--- src/rtl/arvi_bus_pkg.sv ---
// Shared bus types for the hart-side memory arbiter (and the future D-cache).
// mem_req_t is sized for the widest supported bus; narrower XLEN uses the low bits.
package arvi_bus_pkg;

  localparam int BUS_XLEN = 32;
  localparam logic [3:0] BE_ALL = 4'hF;

  typedef enum logic [1:0] {
    IDLE   = 2'd0,
    BUSY_I = 2'd1,
    BUSY_D = 2'd2,
    RESP   = 2'd3
  } arb_state_t;

  typedef struct packed {
    logic                we;
    logic [BUS_XLEN-1:0] addr;
    logic [BUS_XLEN-1:0] wdata;
    logic [3:0]          be;
  } mem_req_t;

endpackage

--- src/rtl/arb_watchdog.sv ---
// Saturating stall counter: cleared on every grant, counts while enabled.
// o_expired is high in the cycle whose edge would bring the count to LIMIT.
module arb_watchdog #(
  parameter int unsigned LIMIT = 255
) (
  input  logic i_clk,
  input  logic i_rst,
  input  logic i_clr,
  input  logic i_en,
  output logic o_expired
);

  localparam int W = (LIMIT > 0) ? $clog2(LIMIT + 1) : 1;
  localparam logic [W-1:0] LIMIT_W = W'(LIMIT);

  logic [W-1:0] cnt_q;
  logic [W-1:0] cnt_d;

  always_comb begin
    cnt_d = cnt_q;
    if (i_clr) begin
      cnt_d = '0;
    end else if (i_en && (cnt_q != LIMIT_W)) begin
      cnt_d = cnt_q + 1'b1;
    end
  end

  always_ff @(posedge i_clk) begin
    if (i_rst) begin
      cnt_q <= '0;
    end else begin
      cnt_q <= cnt_d;
    end
  end

  // LIMIT of zero disables the watchdog entirely.
  assign o_expired = (LIMIT != 0) && i_en && (cnt_q >= (LIMIT_W - 1'b1));

endmodule

--- src/rtl/hart_mem_arbiter.sv ---
// Merges the hart's fetch and data ports onto one single-port memory bus.
// Round-robin between requesters; each grant is held until ack or watchdog expiry.
module hart_mem_arbiter
  import arvi_bus_pkg::*;
#(
  parameter int XLEN    = 32,
  parameter int TIMEOUT = 255,
  parameter bit I_FIRST = 1'b1
) (
  input  logic            i_clk,
  input  logic            i_rst,
  input  logic            i_IC_DataReq,
  input  logic [XLEN-1:0] i_IM_Addr,
  output logic            o_IC_MemReady,
  output logic [XLEN-1:0] o_IM_Instr,
  input  logic            i_DM_req,
  input  logic            i_DM_we,
  input  logic [XLEN-1:0] i_DM_addr,
  input  logic [XLEN-1:0] i_DM_wdata,
  input  logic [3:0]      i_DM_be,
  output logic            o_DM_ready,
  output logic [XLEN-1:0] o_DM_rdata,
  output logic            o_bus_err,
  output logic            o_MEM_req,
  output logic            o_MEM_we,
  output logic [XLEN-1:0] o_MEM_addr,
  output logic [XLEN-1:0] o_MEM_wdata,
  output logic [3:0]      o_MEM_be,
  input  logic [XLEN-1:0] i_MEM_rdata,
  input  logic            i_MEM_ack,
  output logic [1:0]      o_dbg_state
);

  // Handshake: o_MEM_req stays high with stable addr/we/wdata/be until the
  // cycle i_MEM_ack is sampled high; a ready pulse then lasts exactly one cycle.

  arb_state_t      state_q, state_d;
  logic            prio_i_q, prio_i_d;
  mem_req_t        req_q, req_d;
  logic            mem_req_q, mem_req_d;
  logic            ic_ready_q, ic_ready_d;
  logic            dm_ready_q, dm_ready_d;
  logic            bus_err_q, bus_err_d;
  logic [XLEN-1:0] im_instr_q, im_instr_d;
  logic [XLEN-1:0] dm_rdata_q, dm_rdata_d;

  logic grant_i;
  logic grant_d;
  logic wd_clr;
  logic wd_en;
  logic wd_expired;

  assign wd_en = (state_q == BUSY_I) || (state_q == BUSY_D);

  arb_watchdog #(
    .LIMIT(TIMEOUT)
  ) u_watchdog (
    .i_clk    (i_clk),
    .i_rst    (i_rst),
    .i_clr    (wd_clr),
    .i_en     (wd_en),
    .o_expired(wd_expired)
  );

  always_comb begin
    state_d    = state_q;
    prio_i_d   = prio_i_q;
    req_d      = req_q;
    mem_req_d  = mem_req_q;
    ic_ready_d = 1'b0;
    dm_ready_d = 1'b0;
    bus_err_d  = 1'b0;
    im_instr_d = im_instr_q;
    dm_rdata_d = dm_rdata_q;
    wd_clr     = 1'b0;
    grant_i    = 1'b0;
    grant_d    = 1'b0;

    case (state_q)
      IDLE: begin
        grant_i = i_IC_DataReq && (!i_DM_req || prio_i_q);
        grant_d = i_DM_req && !grant_i;
        // Any grant points priority at the other side for the next contest.
        if (grant_i) begin
          state_d     = BUSY_I;
          prio_i_d    = 1'b0;
          req_d.we    = 1'b0;
          req_d.addr  = BUS_XLEN'(i_IM_Addr);
          req_d.wdata = '0;
          req_d.be    = BE_ALL;
          mem_req_d   = 1'b1;
          wd_clr      = 1'b1;
        end else if (grant_d) begin
          state_d     = BUSY_D;
          prio_i_d    = 1'b1;
          req_d.we    = i_DM_we;
          req_d.addr  = BUS_XLEN'(i_DM_addr);
          req_d.wdata = BUS_XLEN'(i_DM_wdata);
          req_d.be    = i_DM_be;
          mem_req_d   = 1'b1;
          wd_clr      = 1'b1;
        end
      end
      BUSY_I, BUSY_D: begin
        // An ack in the expiry cycle still completes normally.
        if (i_MEM_ack || wd_expired) begin
          state_d   = RESP;
          mem_req_d = 1'b0;
          bus_err_d = !i_MEM_ack;
          if (state_q == BUSY_I) begin
            ic_ready_d = 1'b1;
            im_instr_d = i_MEM_ack ? i_MEM_rdata : '0;
          end else begin
            dm_ready_d = 1'b1;
            if (!i_MEM_ack) begin
              dm_rdata_d = '0;
            end else if (!req_q.we) begin
              dm_rdata_d = i_MEM_rdata;
            end
          end
        end
      end
      default: begin
        state_d = IDLE;
      end
    endcase
  end

  always_ff @(posedge i_clk) begin
    if (i_rst) begin
      state_q    <= IDLE;
      prio_i_q   <= I_FIRST;
      req_q      <= '0;
      mem_req_q  <= 1'b0;
      ic_ready_q <= 1'b0;
      dm_ready_q <= 1'b0;
      bus_err_q  <= 1'b0;
      im_instr_q <= '0;
      dm_rdata_q <= '0;
    end else begin
      state_q    <= state_d;
      prio_i_q   <= prio_i_d;
      req_q      <= req_d;
      mem_req_q  <= mem_req_d;
      ic_ready_q <= ic_ready_d;
      dm_ready_q <= dm_ready_d;
      bus_err_q  <= bus_err_d;
      im_instr_q <= im_instr_d;
      dm_rdata_q <= dm_rdata_d;
    end
  end

  assign o_MEM_req     = mem_req_q;
  assign o_MEM_we      = req_q.we;
  assign o_MEM_addr    = req_q.addr[XLEN-1:0];
  assign o_MEM_wdata   = req_q.wdata[XLEN-1:0];
  assign o_MEM_be      = req_q.be;
  assign o_IC_MemReady = ic_ready_q;
  assign o_DM_ready    = dm_ready_q;
  assign o_bus_err     = bus_err_q;
  assign o_IM_Instr    = im_instr_q;
  assign o_DM_rdata    = dm_rdata_q;
  assign o_dbg_state   = state_q;

endmodule

--- config.mk ---
export PLATFORM = sky130hd
export DESIGN_NAME = hart_mem_arbiter
export DESIGN_NICKNAME = d
export VERILOG_FILES = /design/src/rtl/arvi_bus_pkg.sv /design/src/rtl/arb_watchdog.sv /design/src/rtl/hart_mem_arbiter.sv
export SDC_FILE = /design/constraint.sdc
export NUM_CORES = 1
export LEC_CHECK = 0
export BUFFER_PORTS_ARGS = -buffer_cell sky130_fd_sc_hd__buf_2
export CAP_MARGIN = 10
export CELL_PAD_IN_SITES_DETAIL_PLACEMENT = 0
export CELL_PAD_IN_SITES_GLOBAL_PLACEMENT = 1
export CORE_MARGIN = 10
export CORE_UTILIZATION = 30
export DETAILED_ROUTE_END_ITERATION = 10
export PLACE_DENSITY = 0.74
export SYNTH_ARGS = -nofsm -noshare
export SYNTH_HDL_FRONTEND = slang
export SYNTH_SLANG_ARGS = --single-unit
export TNS_END_PERCENT = 10
--- constraint.sdc ---
create_clock -name i_clk -period 1.8 [get_ports i_clk]
set_input_delay 0 -clock i_clk [delete_from_list [all_inputs] [get_ports i_clk]]
set_output_delay 0 -clock i_clk [all_outputs]
set_load 0.02 [all_outputs]
==> impl_metrics.ini <==
[routing]
ant_nets = 0
drc = 0
vias = 6034
first_pass_iters = 5
wl_per_cell_um = 18.0
routed_via_density = 4.84
drt_iter0_markers = 264
drt-total-wl_mm = 22.4

[logic_synthesis]
yosysMostFrequentCell = dfxtp_1
synthFlopType = dfxtp_1
yosysTopAreaCell = dfxtp_1
syn_area_per_cell_sq_um = 9.30
synth-warning-count = 0
synthTopCellsByArea = dfxtp_1 52%, a21oi_1 6.4%, mux2i_1 5.6%
yosysSeqAreaShare_pct = 52.1
ys_ff_latch = 148
syn_nets = 754
syn_inst = 611
syn_area_sq_um = 5680
synth_edf_count = 0
yosysUniqueCellTypes = 35
netlist.area_leader.share_pct = 52.1
postSynth.asyncResetShare_pct = 0
synthTopCellsByCount = 148 x dfxtp_1, 73 x a21oi_1, 52 x clkbuf_1, 43 x nor2_1, 40 x nand2_1

[worst_setup_path]
cp.required_ns = 2.15
max_stage_delay_ns = 0.46
crit_buf_inv = 2
path_max_fanout = 10
worstPathArrival_ns = 2.04
cp-start-kind = register
path_class = reg -> reg
path_common_cell = inv_2
critPathTopFamily = simple AND/OR/NAND/NOR gates
endpoint_kind = register
cp_cell_sequence = inv_2, ha_4, inv_2, a41o_4, or4_1, a21oi_1
crit_slowest_cell = or4_1

[layout]
area_growth_pct = 65.0
regArea_sq_um = 2970
nFillCells = 1725
drive_gt1_share_pct = 33.9
layout.cells.non_filler = 1246
multi_input_area_sq_um = 2510
nets = 1143
num_antenna_cells = 0

[run]
maxCapViolCount = 0

[die]
dieArea_sq_um = 24800
die_height_um = 158
die_w_um = 158
io-pin-count = 277
coreArea_sq_um = 18600
num_rows = 50
initial_core_util_pct = 30.5

[global_route]
grt_max_degree = 69
first_global_vias = 6179
grtUsageTotal_pct = 17.6
antenna_found_initial = 2
overflow = 0
grt_first_pass_wirelength_mm = 34.8

[sta]
post-route-min-period_ns = 1.70
setup_slack_ns = 0.102
finalSetupViolCount = 0
slew_headroom_pct = 62.1
fmax_mhz = 589
worst_pin_slew_ns = 0.568
hold_viol = 0
maxSlewViolCount = 0
period_share_pct = 94.4
rsz0062_at_grt = true
fin_skew_ns = 0.00976

[clocking]
insertion_delay_ns = 0.42
post_cts.repair.setup_buffers = 0
cts-root-buf = clkbuf_16
cts_max_level = 4
cts.path.max_buffers = 2
cts.sinks = 148
clk_pin_slew_worst_paths_ns = 0.06
cts_inserted_buffers = 17
cts_tree = yes

[power_and_ir_drop]
ir_drop_mv = 0.613
p_leak_uw = 0.00424
p_per_area_nw_per_um2 = 1360

[placed_design]
globalplace.congestion = 0.770
dp_slack_ns = 0.0997
place_inst = 1083
hpwl_mm = 14.7
port_buffers = 276

[outcome]
status = finished clean

[hold_path]
hp-class = in -> reg
==> area by class of cell <==
type,instances,share of cell area [%]
timing repair buffer,428,31.7
tap,234,3.12
clock buffer,18,4.68
sequential,148,31.7
inverter,4,0.187
clock inverter,13,1.86
multi-input combinational,401,26.8
==> placed cells by master, fill, tap and decap left out, types with 2 or more instances in the layout <==
cell type      synthesis  layout
buf_2                  4     275
dfxtp_1              148     146
dlygate4sd3_1          0     132
a21oi_1               73      72
nor2_1                43      40
nand2_1               40      39
nand3_1               36      36
o21ai_0               35      35
a211oi_1              33      33
a22o_1                33      33
mux2i_1               32      32
a22oi_1               32      32
clkbuf_16              0      17
buf_4                  0      12
buf_12                 0       9
nand2b_1               5       5
nor3_1                 5       5
o22ai_1                4       4
ha_1                   5       4
inv_6                  0       4
nor2_2                 0       3
o31ai_1                3       3
or4_1                  3       3
bufinv_16              0       3
inv_2                  0       2
nand3b_1               2       2
or2_2                  2       2
xnor2_1                2       2
a31oi_1                2       2
clkinv_4               0       2
clkinvlp_4             0       2
dfxtp_4                0       2
==> stage by stage <==
step	utilization (%)	hold slack (ns)	area, sq um	total power [uW]	setup TNS (ns)
finish	50.3	0.0297	9370	12800	0
global route	50.3	0.0444	9370	13500	-0.0103
CTS	50.2	0.00879	9360	12900	0
detailed placement	39.8	0.211	7420	8850	0
global placement	39.8	0.209	7420	8820	0
floorplan	-	0.126	5710	7210	0
==> state kept, by name, summed over array words and instances, names as in the netlist <==
signal and cells:
o_MEM_addr 32, o_dbg_state 2, o_MEM_req 1, o_IM_Instr 32, o_DM_ready 1, u_watchdog.cnt_q 8, o_MEM_be 4, o_DM_rdata 32
o_bus_err 1, o_IC_MemReady 1, o_MEM_we 1, o_MEM_wdata 32, prio_i_q 1
==> worst reg2reg max path: cells and delay by family, from the launching register on <==
kind	cells	cell delay, ns
AO/OA/AOI/OAI	2	0.38
adder cells (fa/ha/maj)	1	0.31
buffers and inverters	2	0.11
flip-flops	1	0.37
AND/OR/NAND/NOR	1	0.46
==> final timing paths <==
check / from / endpoint / slack [ns] / cells past startpoint
worst max register to register: o_dbg_state[0] / u_watchdog.cnt_q[5] / 0.10 / 6
worst min-delay path: i_IC_DataReq / o_dbg_state[0] / 0.03 / 4
worst max-delay path: o_dbg_state[0] / u_watchdog.cnt_q[5] / 0.10 / 6
worst min register to register: o_IM_Instr[18] / o_IM_Instr[18] / 0.47 / 2
==> cells by family (layout without fill, tap and decap cells) <==
kind of cell,after synthesis,in the layout,share of synthesized area [%]
simple gates,141,141,11.2
mux,32,32,5.64
xor+xnor,3,3,0.463
fa+ha+maj,5,5,1.10
flops,148,148,52.1
buf+inv,62,463,4.45
compound gates,220,220,25.0
==> power by group <==
part           internal [uW]  switching (uW)  total, uW
clock network           2240            1490       3730
registers               4020             444       4470
logic                   1750            2800       4560
total                   8020            4730      12800
==> metal layers <==
layer	share of wire, %	track usage, %	vias up
met2	44	25.9	261
met3	12	8.55	21
met1	43	22.4	2740
li1	-	-	3008
met4	1.0	4.63	4
met5	0.12	0	-
==> repair_timing <==
action / 4_1_cts / 5_1_grt
hold buffers: 132 / 0
hold endpoints to repair: 137 / 0
endpoints found under the setup margin: 0 / 11
gates resized for setup: 0 / 3
(Power assumes the default switching activity.)
